===== src/rtl/mem_arbiter_if.sv =====
// Bus bundle between the two requesters, the shared memory port and the arbiter.
// The slave modport is the arbiter's view; master is the requester/memory side.
interface mem_arbiter_if #(
    parameter int ADDR_W = 18,
    parameter int WORD_W = 36
);
    logic [ADDR_W-1:0] p0_addr;
    logic [WORD_W-1:0] p0_write_data;
    logic              p0_read;
    logic              p0_write;
    logic              p0_user;
    logic [WORD_W-1:0] p0_read_data;
    logic              p0_ack;
    logic              p0_nxm;

    logic [ADDR_W-1:0] p1_addr;
    logic [WORD_W-1:0] p1_write_data;
    logic              p1_read;
    logic              p1_write;
    logic              p1_user;
    logic [WORD_W-1:0] p1_read_data;
    logic              p1_ack;
    logic              p1_nxm;

    logic [ADDR_W-1:0] mem_addr;
    logic [WORD_W-1:0] mem_write_data;
    logic              mem_read;
    logic              mem_write;
    logic              mem_user;
    logic [WORD_W-1:0] mem_read_data;
    logic              mem_ack;

    modport slave (
        input  p0_addr, p0_write_data, p0_read, p0_write, p0_user,
        output p0_read_data, p0_ack, p0_nxm,
        input  p1_addr, p1_write_data, p1_read, p1_write, p1_user,
        output p1_read_data, p1_ack, p1_nxm,
        output mem_addr, mem_write_data, mem_read, mem_write, mem_user,
        input  mem_read_data, mem_ack
    );

    modport master (
        output p0_addr, p0_write_data, p0_read, p0_write, p0_user,
        input  p0_read_data, p0_ack, p0_nxm,
        output p1_addr, p1_write_data, p1_read, p1_write, p1_user,
        input  p1_read_data, p1_ack, p1_nxm,
        input  mem_addr, mem_write_data, mem_read, mem_write, mem_user,
        output mem_read_data, mem_ack
    );
endinterface


===== src/rtl/mem_arbiter.sv =====
// Two-port arbiter sharing one synchronous memory port between CPU (port 0) and I/O (port 1).
// Each transfer: latch winner, one-cycle strobe, wait for mem_ack or watchdog, one-cycle ack.
//
// state | meaning
// IDLE  | sample fresh requests, latch winner onto mem_*
// ISSUE | one-cycle mem_read / mem_write strobe, clear watchdog
// WAIT  | hold mem_*, wait for mem_ack or watchdog expiry (NXM)
// RESP  | one-cycle ack with read data / nxm to the winner
module mem_arbiter #(
    parameter int FIXED_PRIO = 0,
    parameter int TIMEOUT    = 16,
    parameter int ADDR_W     = 18,
    parameter int WORD_W     = 36
) (
    input logic          clk,
    input logic          reset_n,
    mem_arbiter_if.slave bus
);
    typedef enum logic [1:0] {IDLE, ISSUE, WAIT, RESP} state_t;

    localparam int            TW     = $clog2(TIMEOUT) + 1;
    localparam logic [TW-1:0] T_LAST = TW'(TIMEOUT - 1);

    state_t            state;
    state_t            state_nxt;
    logic [TW-1:0]     timer;
    logic              rr_ptr;
    logic              port;
    logic              op_rd;
    logic              nxm;
    logic [WORD_W-1:0] rdata;
    logic [ADDR_W-1:0] addr_q;
    logic [WORD_W-1:0] wdata_q;
    logic              user_q;

    logic v0;
    logic v1;
    logic any_req;
    logic win1;
    logic win_rd;

    assign v0      = bus.p0_read | bus.p0_write;
    assign v1      = bus.p1_read | bus.p1_write;
    assign any_req = v0 | v1;
    // rr_ptr names the port favoured on the next tie; fixed priority ignores it
    assign win1    = v1 & (~v0 | (rr_ptr & (FIXED_PRIO == 0)));
    assign win_rd  = win1 ? bus.p1_read : bus.p0_read;

    always_ff @(posedge clk) begin
        if (!reset_n) begin
            state <= IDLE;
        end else begin
            state <= state_nxt;
        end
    end

    always_comb begin
        state_nxt = state;
        unique case (state)
            IDLE:    if (any_req) state_nxt = ISSUE;
            ISSUE:   state_nxt = WAIT;
            WAIT:    if (bus.mem_ack || timer == T_LAST) state_nxt = RESP;
            RESP:    state_nxt = IDLE;
            default: state_nxt = IDLE;
        endcase
    end

    always_ff @(posedge clk) begin
        if (!reset_n) begin
            timer   <= '0;
            rr_ptr  <= 1'b0;
            port    <= 1'b0;
            op_rd   <= 1'b0;
            nxm     <= 1'b0;
            rdata   <= '0;
            addr_q  <= '0;
            wdata_q <= '0;
            user_q  <= 1'b0;
        end else begin
            unique case (state)
                IDLE: begin
                    if (any_req) begin
                        addr_q  <= win1 ? bus.p1_addr : bus.p0_addr;
                        wdata_q <= win1 ? bus.p1_write_data : bus.p0_write_data;
                        user_q  <= win1 ? bus.p1_user : bus.p0_user;
                        op_rd   <= win_rd;
                        port    <= win1;
                        rr_ptr  <= ~win1;
                    end
                end
                ISSUE: begin
                    timer <= '0;
                    nxm   <= 1'b0;
                    rdata <= '0;
                end
                WAIT: begin
                    if (bus.mem_ack) begin
                        rdata <= op_rd ? bus.mem_read_data : '0;
                    end else if (timer == T_LAST) begin
                        nxm   <= 1'b1;
                        rdata <= '0;
                    end else if (timer != '1) begin
                        timer <= timer + TW'(1);
                    end
                end
                default: begin
                end
            endcase
        end
    end

    always_comb begin
        bus.mem_addr       = addr_q;
        bus.mem_write_data = wdata_q;
        bus.mem_user       = user_q;
        bus.mem_read       = 1'b0;
        bus.mem_write      = 1'b0;
        bus.p0_ack         = 1'b0;
        bus.p0_nxm         = 1'b0;
        bus.p0_read_data   = '0;
        bus.p1_ack         = 1'b0;
        bus.p1_nxm         = 1'b0;
        bus.p1_read_data   = '0;
        unique case (state)
            ISSUE: begin
                bus.mem_read  = op_rd;
                bus.mem_write = ~op_rd;
            end
            RESP: begin
                if (port) begin
                    bus.p1_ack       = 1'b1;
                    bus.p1_nxm       = nxm;
                    bus.p1_read_data = rdata;
                end else begin
                    bus.p0_ack       = 1'b1;
                    bus.p0_nxm       = nxm;
                    bus.p0_read_data = rdata;
                end
            end
            default: begin
            end
        endcase
    end
endmodule


===== src/flat_wrapper.sv =====
// flat-port wrapper written by rule: the top's interface ports become plain ports
module mem_arbiter_flat 
#(
    parameter int FIXED_PRIO = 0,
    parameter int TIMEOUT    = 16,
    parameter int ADDR_W     = 18,
    parameter int WORD_W     = 36
)
  (clk, reset_n, bus_p0_addr, bus_p0_write_data, bus_p0_read, bus_p0_write, bus_p0_user, bus_p0_read_data, bus_p0_ack, bus_p0_nxm, bus_p1_addr, bus_p1_write_data, bus_p1_read, bus_p1_write, bus_p1_user, bus_p1_read_data, bus_p1_ack, bus_p1_nxm, bus_mem_addr, bus_mem_write_data, bus_mem_read, bus_mem_write, bus_mem_user, bus_mem_read_data, bus_mem_ack);
  mem_arbiter_if #(.ADDR_W(ADDR_W), .WORD_W(WORD_W)) bus_i ();
  input logic clk;
  input logic reset_n;
  input wire logic [$bits(bus_i.p0_addr)-1:0] bus_p0_addr;
  input wire logic [$bits(bus_i.p0_write_data)-1:0] bus_p0_write_data;
  input wire logic [$bits(bus_i.p0_read)-1:0] bus_p0_read;
  input wire logic [$bits(bus_i.p0_write)-1:0] bus_p0_write;
  input wire logic [$bits(bus_i.p0_user)-1:0] bus_p0_user;
  output wire logic [$bits(bus_i.p0_read_data)-1:0] bus_p0_read_data;
  output wire logic [$bits(bus_i.p0_ack)-1:0] bus_p0_ack;
  output wire logic [$bits(bus_i.p0_nxm)-1:0] bus_p0_nxm;
  input wire logic [$bits(bus_i.p1_addr)-1:0] bus_p1_addr;
  input wire logic [$bits(bus_i.p1_write_data)-1:0] bus_p1_write_data;
  input wire logic [$bits(bus_i.p1_read)-1:0] bus_p1_read;
  input wire logic [$bits(bus_i.p1_write)-1:0] bus_p1_write;
  input wire logic [$bits(bus_i.p1_user)-1:0] bus_p1_user;
  output wire logic [$bits(bus_i.p1_read_data)-1:0] bus_p1_read_data;
  output wire logic [$bits(bus_i.p1_ack)-1:0] bus_p1_ack;
  output wire logic [$bits(bus_i.p1_nxm)-1:0] bus_p1_nxm;
  output wire logic [$bits(bus_i.mem_addr)-1:0] bus_mem_addr;
  output wire logic [$bits(bus_i.mem_write_data)-1:0] bus_mem_write_data;
  output wire logic [$bits(bus_i.mem_read)-1:0] bus_mem_read;
  output wire logic [$bits(bus_i.mem_write)-1:0] bus_mem_write;
  output wire logic [$bits(bus_i.mem_user)-1:0] bus_mem_user;
  input wire logic [$bits(bus_i.mem_read_data)-1:0] bus_mem_read_data;
  input wire logic [$bits(bus_i.mem_ack)-1:0] bus_mem_ack;
  assign bus_i.p0_addr = bus_p0_addr;
  assign bus_i.p0_write_data = bus_p0_write_data;
  assign bus_i.p0_read = bus_p0_read;
  assign bus_i.p0_write = bus_p0_write;
  assign bus_i.p0_user = bus_p0_user;
  assign bus_p0_read_data = bus_i.p0_read_data;
  assign bus_p0_ack = bus_i.p0_ack;
  assign bus_p0_nxm = bus_i.p0_nxm;
  assign bus_i.p1_addr = bus_p1_addr;
  assign bus_i.p1_write_data = bus_p1_write_data;
  assign bus_i.p1_read = bus_p1_read;
  assign bus_i.p1_write = bus_p1_write;
  assign bus_i.p1_user = bus_p1_user;
  assign bus_p1_read_data = bus_i.p1_read_data;
  assign bus_p1_ack = bus_i.p1_ack;
  assign bus_p1_nxm = bus_i.p1_nxm;
  assign bus_mem_addr = bus_i.mem_addr;
  assign bus_mem_write_data = bus_i.mem_write_data;
  assign bus_mem_read = bus_i.mem_read;
  assign bus_mem_write = bus_i.mem_write;
  assign bus_mem_user = bus_i.mem_user;
  assign bus_i.mem_read_data = bus_mem_read_data;
  assign bus_i.mem_ack = bus_mem_ack;
  mem_arbiter #(.FIXED_PRIO(FIXED_PRIO), .TIMEOUT(TIMEOUT), .ADDR_W(ADDR_W), .WORD_W(WORD_W)) u_core (.clk(clk), .reset_n(reset_n), .bus(bus_i));
endmodule

===== config.mk =====
export PLATFORM = sky130hd
export DESIGN_NAME = mem_arbiter_flat
export DESIGN_NICKNAME = d
export VERILOG_FILES = /design/src/rtl/mem_arbiter_if.sv /design/src/rtl/mem_arbiter.sv /design/src/flat_wrapper.sv
export SDC_FILE = /design/constraint.sdc
export NUM_CORES = 1
export LEC_CHECK = 0
export CAP_MARGIN = 30
export CORE_MARGIN = 2
export CORE_UTILIZATION = 24
export CTS_CLUSTER_SIZE = 25
export DETAILED_ROUTE_END_ITERATION = 6
export PLACE_DENSITY_LB_ADDON = 0.25
export SYNTH_ARGS = -nofsm -noshare
export SYNTH_HDL_FRONTEND = slang
export SYNTH_SLANG_ARGS = --single-unit

===== constraint.sdc =====
create_clock -name clk -period 2.3 [get_ports clk]
set_clock_uncertainty 0.1 [all_clocks]
set_input_delay 0.23 -clock clk [delete_from_list [all_inputs] [get_ports clk]]
set_output_delay 0.23 -clock clk [all_outputs]
set_load 0.03 [all_outputs]

# After elaboration in Yosys (flattened, before gate mapping)
# Index checks and enable logic that the tools add are counted.
# totals
ff_bits,102
in_bits,153
output_inout_bits,133
elab_cells,71
# op_classes
add_sub_neg,1
n_eq_ne,12
muxes,32
bitwise_logic,8
n_reduce_logical,8
# ops
op,count
$mux W36,8
$pmux W36 S2,1
$mux W18,1
$mux W5,3
$mux W1,14
$pmux W5 S2,1
$ne A2 B1 Y1 const B,4
$pmux W2 S4,1
$reduce_and A2 Y1,3
$add A5 B1 Y5 const B,1
$eq A5 B4 Y1 const B,1
$ne A5 B5 Y1 const B,1
$eq A2 B2 Y1 const B,2
$mux W2,2
$ne A2 B2 Y1 const B,2
$or A1 B1 Y1,4
$reduce_and A4 Y1,1
$ne A3 B2 Y1 const B,1
$not A1 Y1,3
$reduce_and A3 Y1,1
$eq A2 B1 Y1 const B,1
$logic_not A2 Y1,1
$pmux W1 S2,1
$reduce_bool A2 Y1,1
other kinds (2),2

# Logic depth before layout (Yosys ltp)
# depth
depth_word,5
ltp_mapped,8
mapped_depth_nobuf,6

# Worst setup path after synthesis
# Ideal clock, no wire load.
# synth_timing
path_kind,register -> register
start,reg u_core.timer[0]
end,reg u_core.timer[3]
setup_time_ps,70
arrival_ps,1887
t_required_ps,2130
setup_slack_ps,243
path_stages_with_launch,7
n_path_buf,0
path_cell_list,dfxtp_1 > ha_1 > and3_1 > ha_1 > or3b_1 > or4_1 > a21oi_1
# synth_via
elab_chain_len,5
word_cells_on_any_way,10
classes_between,add/sub (1); eq/ne (4); mux (4); reduce/logical (1)
# synth_lines
item,line,text
"start, declared",mem_arbiter.sv:26,logic [TW-1:0] timer;
"start signal, assigned",mem_arbiter.sv:103,timer <= timer + TW'(1);
$add A5 B1 Y5,mem_arbiter.sv:103,
$mux W5,mem_arbiter.sv:102,end else if (timer != '1) begin
$mux W5,mem_arbiter.sv:99,end else if (timer == T_LAST) begin
$mux W5,mem_arbiter.sv:97,if (bus.mem_ack) begin
$pmux W5 S2,mem_arbiter.sv:80,unique case (state)
# Several ways; a longest one is shown, not always the timed one. The select of a mux whose other input is x is not followed.
# A chain may end at the register's enable or synchronous reset.

# Final worst setup path
# Same ends and word-level chain as after synthesis.

==> flow_summary_export.csv <==
group,metric,value,unit
min_path,hold_class,"input port to flip-flop",
critical_path,crit_chain,"ha_1 > and3_1 > ha_1 > or3b_1 > or4_1 > a21oi_1",
floorplan,dieHeight,145,um
final_layout,fin_nets,938,
grt,track_usage,15.7,%
critical_path,ff2ff_path_depth,6,
critical_path,worstPathArrival,2.35,ns
job,max_cap_viol_count,0,
pwr,p_per_area,935,mW/mm^2
routing,vias,5032,
critical_path,slowest_stage,"or4_1",
critical_path,reg2reg_to,"u_core.timer[3]",
timing,min_period,2.16,ns
critical_path,crit_fanout,3,
final_layout,layout_commonest_cell,"clkdlybuf4s50_1",
routing,drtIter0Drc,181,
cts,holdBufCountCts,0,
grt,first_global_vias,4837,
synthesis,synthArstFlopShare,0,%
critical_path,start_kind,"flip-flop",
timing,fin_setup_tns,0,ns
floorplan,design.portCount,286,
cts,cts_tree,"built",
synthesis,syn_nets,681,
place,gp_congestion,0.729,
cts,cts_root_buf,"clkbuf_16",
final_layout,area_growth,68.8,%
grt,antenna_found_initial,0,
floorplan,die_area,0.0212,sq mm
routing,final_antenna_net_count,0,
synthesis,synth_seq_cells,102,
critical_path,worstSetupPathType,"flip-flop to flip-flop",
critical_path,max_stage_delay,0.48,ns
cts,cts_buffer_depth,2,
floorplan,start_util,24.6,%
synthesis,synth_edf_count,0,
timing,max_freq,462,MHz
cts,cts-resized-gates,0,
floorplan,rows,51,
pwr,power.leakage,3.50,nW
grt,grt_pass1_wl,27200,um
timing,hold_viol_final,0,
critical_path,crit_path_frequent_cell,"ha_1",
cts,numCtsBuffers,9,
routing,post_drt_wl_per_cell,16.6,um
run_status,outcome,"finished clean",
floorplan,core,0.0195,sq mm
timing,relSlewSlack,69.4,%
min_path,whs_endpoint,"u_core.rdata[13]",
cts,cts_setup_buffers,0,
pwr,total_power,7.58,mW
synthesis,synthFlopType,"dfxtp_1",
final_layout,n_antenna_cell,0,
synthesis,synth_cells,520,
min_path,min_from,"bus_mem_read_data[13]",
timing,tightest_slew,0.459,ns
critical_path,endpoint_kind,"flip-flop",
critical_path,required,2.48,ns
critical_path,reg2reg_from,"u_core.timer[0]",
min_path,hold_depth,3,
routing,drt-total-wl,17400,um
synthesis,synth_area,0.00480,sq mm
final_layout,design_area,0.00811,sq mm
timing,fin_crit_sh,94.1,%
cts,clk_latency,0.35,ns
synthesis,ys_types,35,
pwr,peakVddDrop,529,uV
place,dpl_cell_area,0.00779,sq mm
final_layout,drive_gt1_share,15.6,%
timing,grt_setup_unrepaired,"false",
grt,gr-total-overflow,0,
final_layout,layout_common_cells,"clkdlybuf4s50_1 (208), dfxtp_1 (102), and3_1 (97)",
place,dp_hpwl,12000,um
timing,slew_viol_final,0,
routing,route.detailed.drc,0,
grt,grt_max_degree,51,
place,port_buffers,285,
timing,setup_violations,0,
cts,h-tree-depth,3,
routing,avgViaCountPerCell,4.81,
synthesis,synth_warnings,0,
cts,numClockSinks,102,
floorplan,chipWidth,145,um
routing,drt-pass1-iter-count,4,
critical_path,rrSetupSlack,0.14,ns
synthesis,synth_area_per_cell,9.23,sq um
final_layout,fill_cells,1958,
synthesis,seq_area_frac_synth,42.5,%
cts,clkTransAtPathRegs,0.07,ns
report_power, final:
group          total (mW)  leakage, nW  switching [mW]  internal, mW
Clock                1.67        0.152           0.717         0.950
Sequential           2.39        0.834           0.221          2.17
Combinational        3.52         2.51            2.06          1.47
critical path, delay by kind of cell (launching register included):
kind / cells / cell delay (ns)
adder cells (fa/ha/maj): 2 / 0.43
flip-flops: 1 / 0.33
AO/OA/AOI/OAI: 1 / 0.14
AND/OR/NAND/NOR: 3 / 1.11
cell usage after synthesis (all sizes together), types with 3 or more instances:
cell | instances | area [sq um]
dfxtp | 102 | 2040
and3 | 97 | 607
a221o | 56 | 561
a21boi | 40 | 300
o21ai | 40 | 200
and2 | 39 | 244
clkbuf | 38 | 143
nand4 | 36 | 225
buf | 21 | 101
ha | 8 | 100
nand2 | 7 | 26.3
inv | 5 | 18.8
nand3b | 3 | 22.5
nor2 | 3 | 11.3
nor3b | 3 | 27.5
layer usage:
layer | up-vias | track usage (%) | routed length [um] | share of wire [%]
li1 | 2476 | - | - | -
met2 | 225 | 24.2 | 7510 | 43
met4 | 0 | 4.66 | 238 | 1.4
met3 | 15 | 6.05 | 1850 | 11
met5 | - | 0 | 0 | 0
met1 | 2316 | 20.5 | 7810 | 45
area by class of cell:
| type | count | area (sq um) | share of cell area, % |
|---|---|---|---|
| tap | 265 | 332 | 4.09 |
| clock inverter | 6 | 86.3 | 1.06 |
| timing repair buffer | 305 | 2880 | 35.6 |
| sequential | 102 | 2040 | 25.2 |
| clock buffer | 9 | 225 | 2.78 |
| multi-input combinational | 354 | 2520 | 31.1 |
| inverter | 5 | 18.8 | 0.232 |
worst max-delay path by stage:
stage,start,endpoint,depth (start not counted)
5_1_grt,u_core.state[1],bus_mem_write,4
4_1_cts,u_core.state[1],bus_mem_write,4
6_report,u_core.timer[0],u_core.timer[3],6
3_3_place_gp,u_core.timer[0],u_core.timer[3],6
2_1_floorplan,u_core.timer[0],u_core.timer[3],6
3_5_place_dp,u_core.timer[0],u_core.timer[3],6
registers in the layout (all words and copies together), names as in the netlist:
register,cells
u_core.bus.mem_addr,18
u_core.rr_ptr,1
u_core.op_rd,1
u_core.state,2
u_core.port,1
u_core.rdata,36
u_core.nxm,1
u_core.timer,5
u_core.bus.mem_write_data,36
u_core.bus.mem_user,1
per-stage QoR:
step / cells / hold WS [ns] / worst slack [ns] / util (%)
6_report: 1046 / 0.363 / 0.136 / 41.5
5_1_grt: 1046 / 0.367 / 0.00660 / 41.5
4_1_cts: 1046 / 0.346 / 0.121 / 41.5
3_5_place_dp: 1031 / 0.373 / 0.131 / 39.9
3_3_place_gp: 1031 / 0.366 / 0.164 / 39.9
2_1_floorplan: 520 / 0.268 / 0.243 / -
kinds of logic (layout without fill, tap and decap cells):
| logic type | after synthesis | count (layout) | share of synthesized area, % |
|---|---|---|---|
| buf+inv | 64 | 325 | 5.47 |
| mux | 2 | 2 | 0.417 |
| fa+ha+maj | 8 | 8 | 2.08 |
| xor+xnor | 1 | 1 | 0.182 |
| compound gates | 143 | 143 | 23.2 |
| simple gates | 200 | 200 | 26.1 |
| flops | 102 | 102 | 42.5 |
No activity file was read; power rests on OpenSTA's default activity.
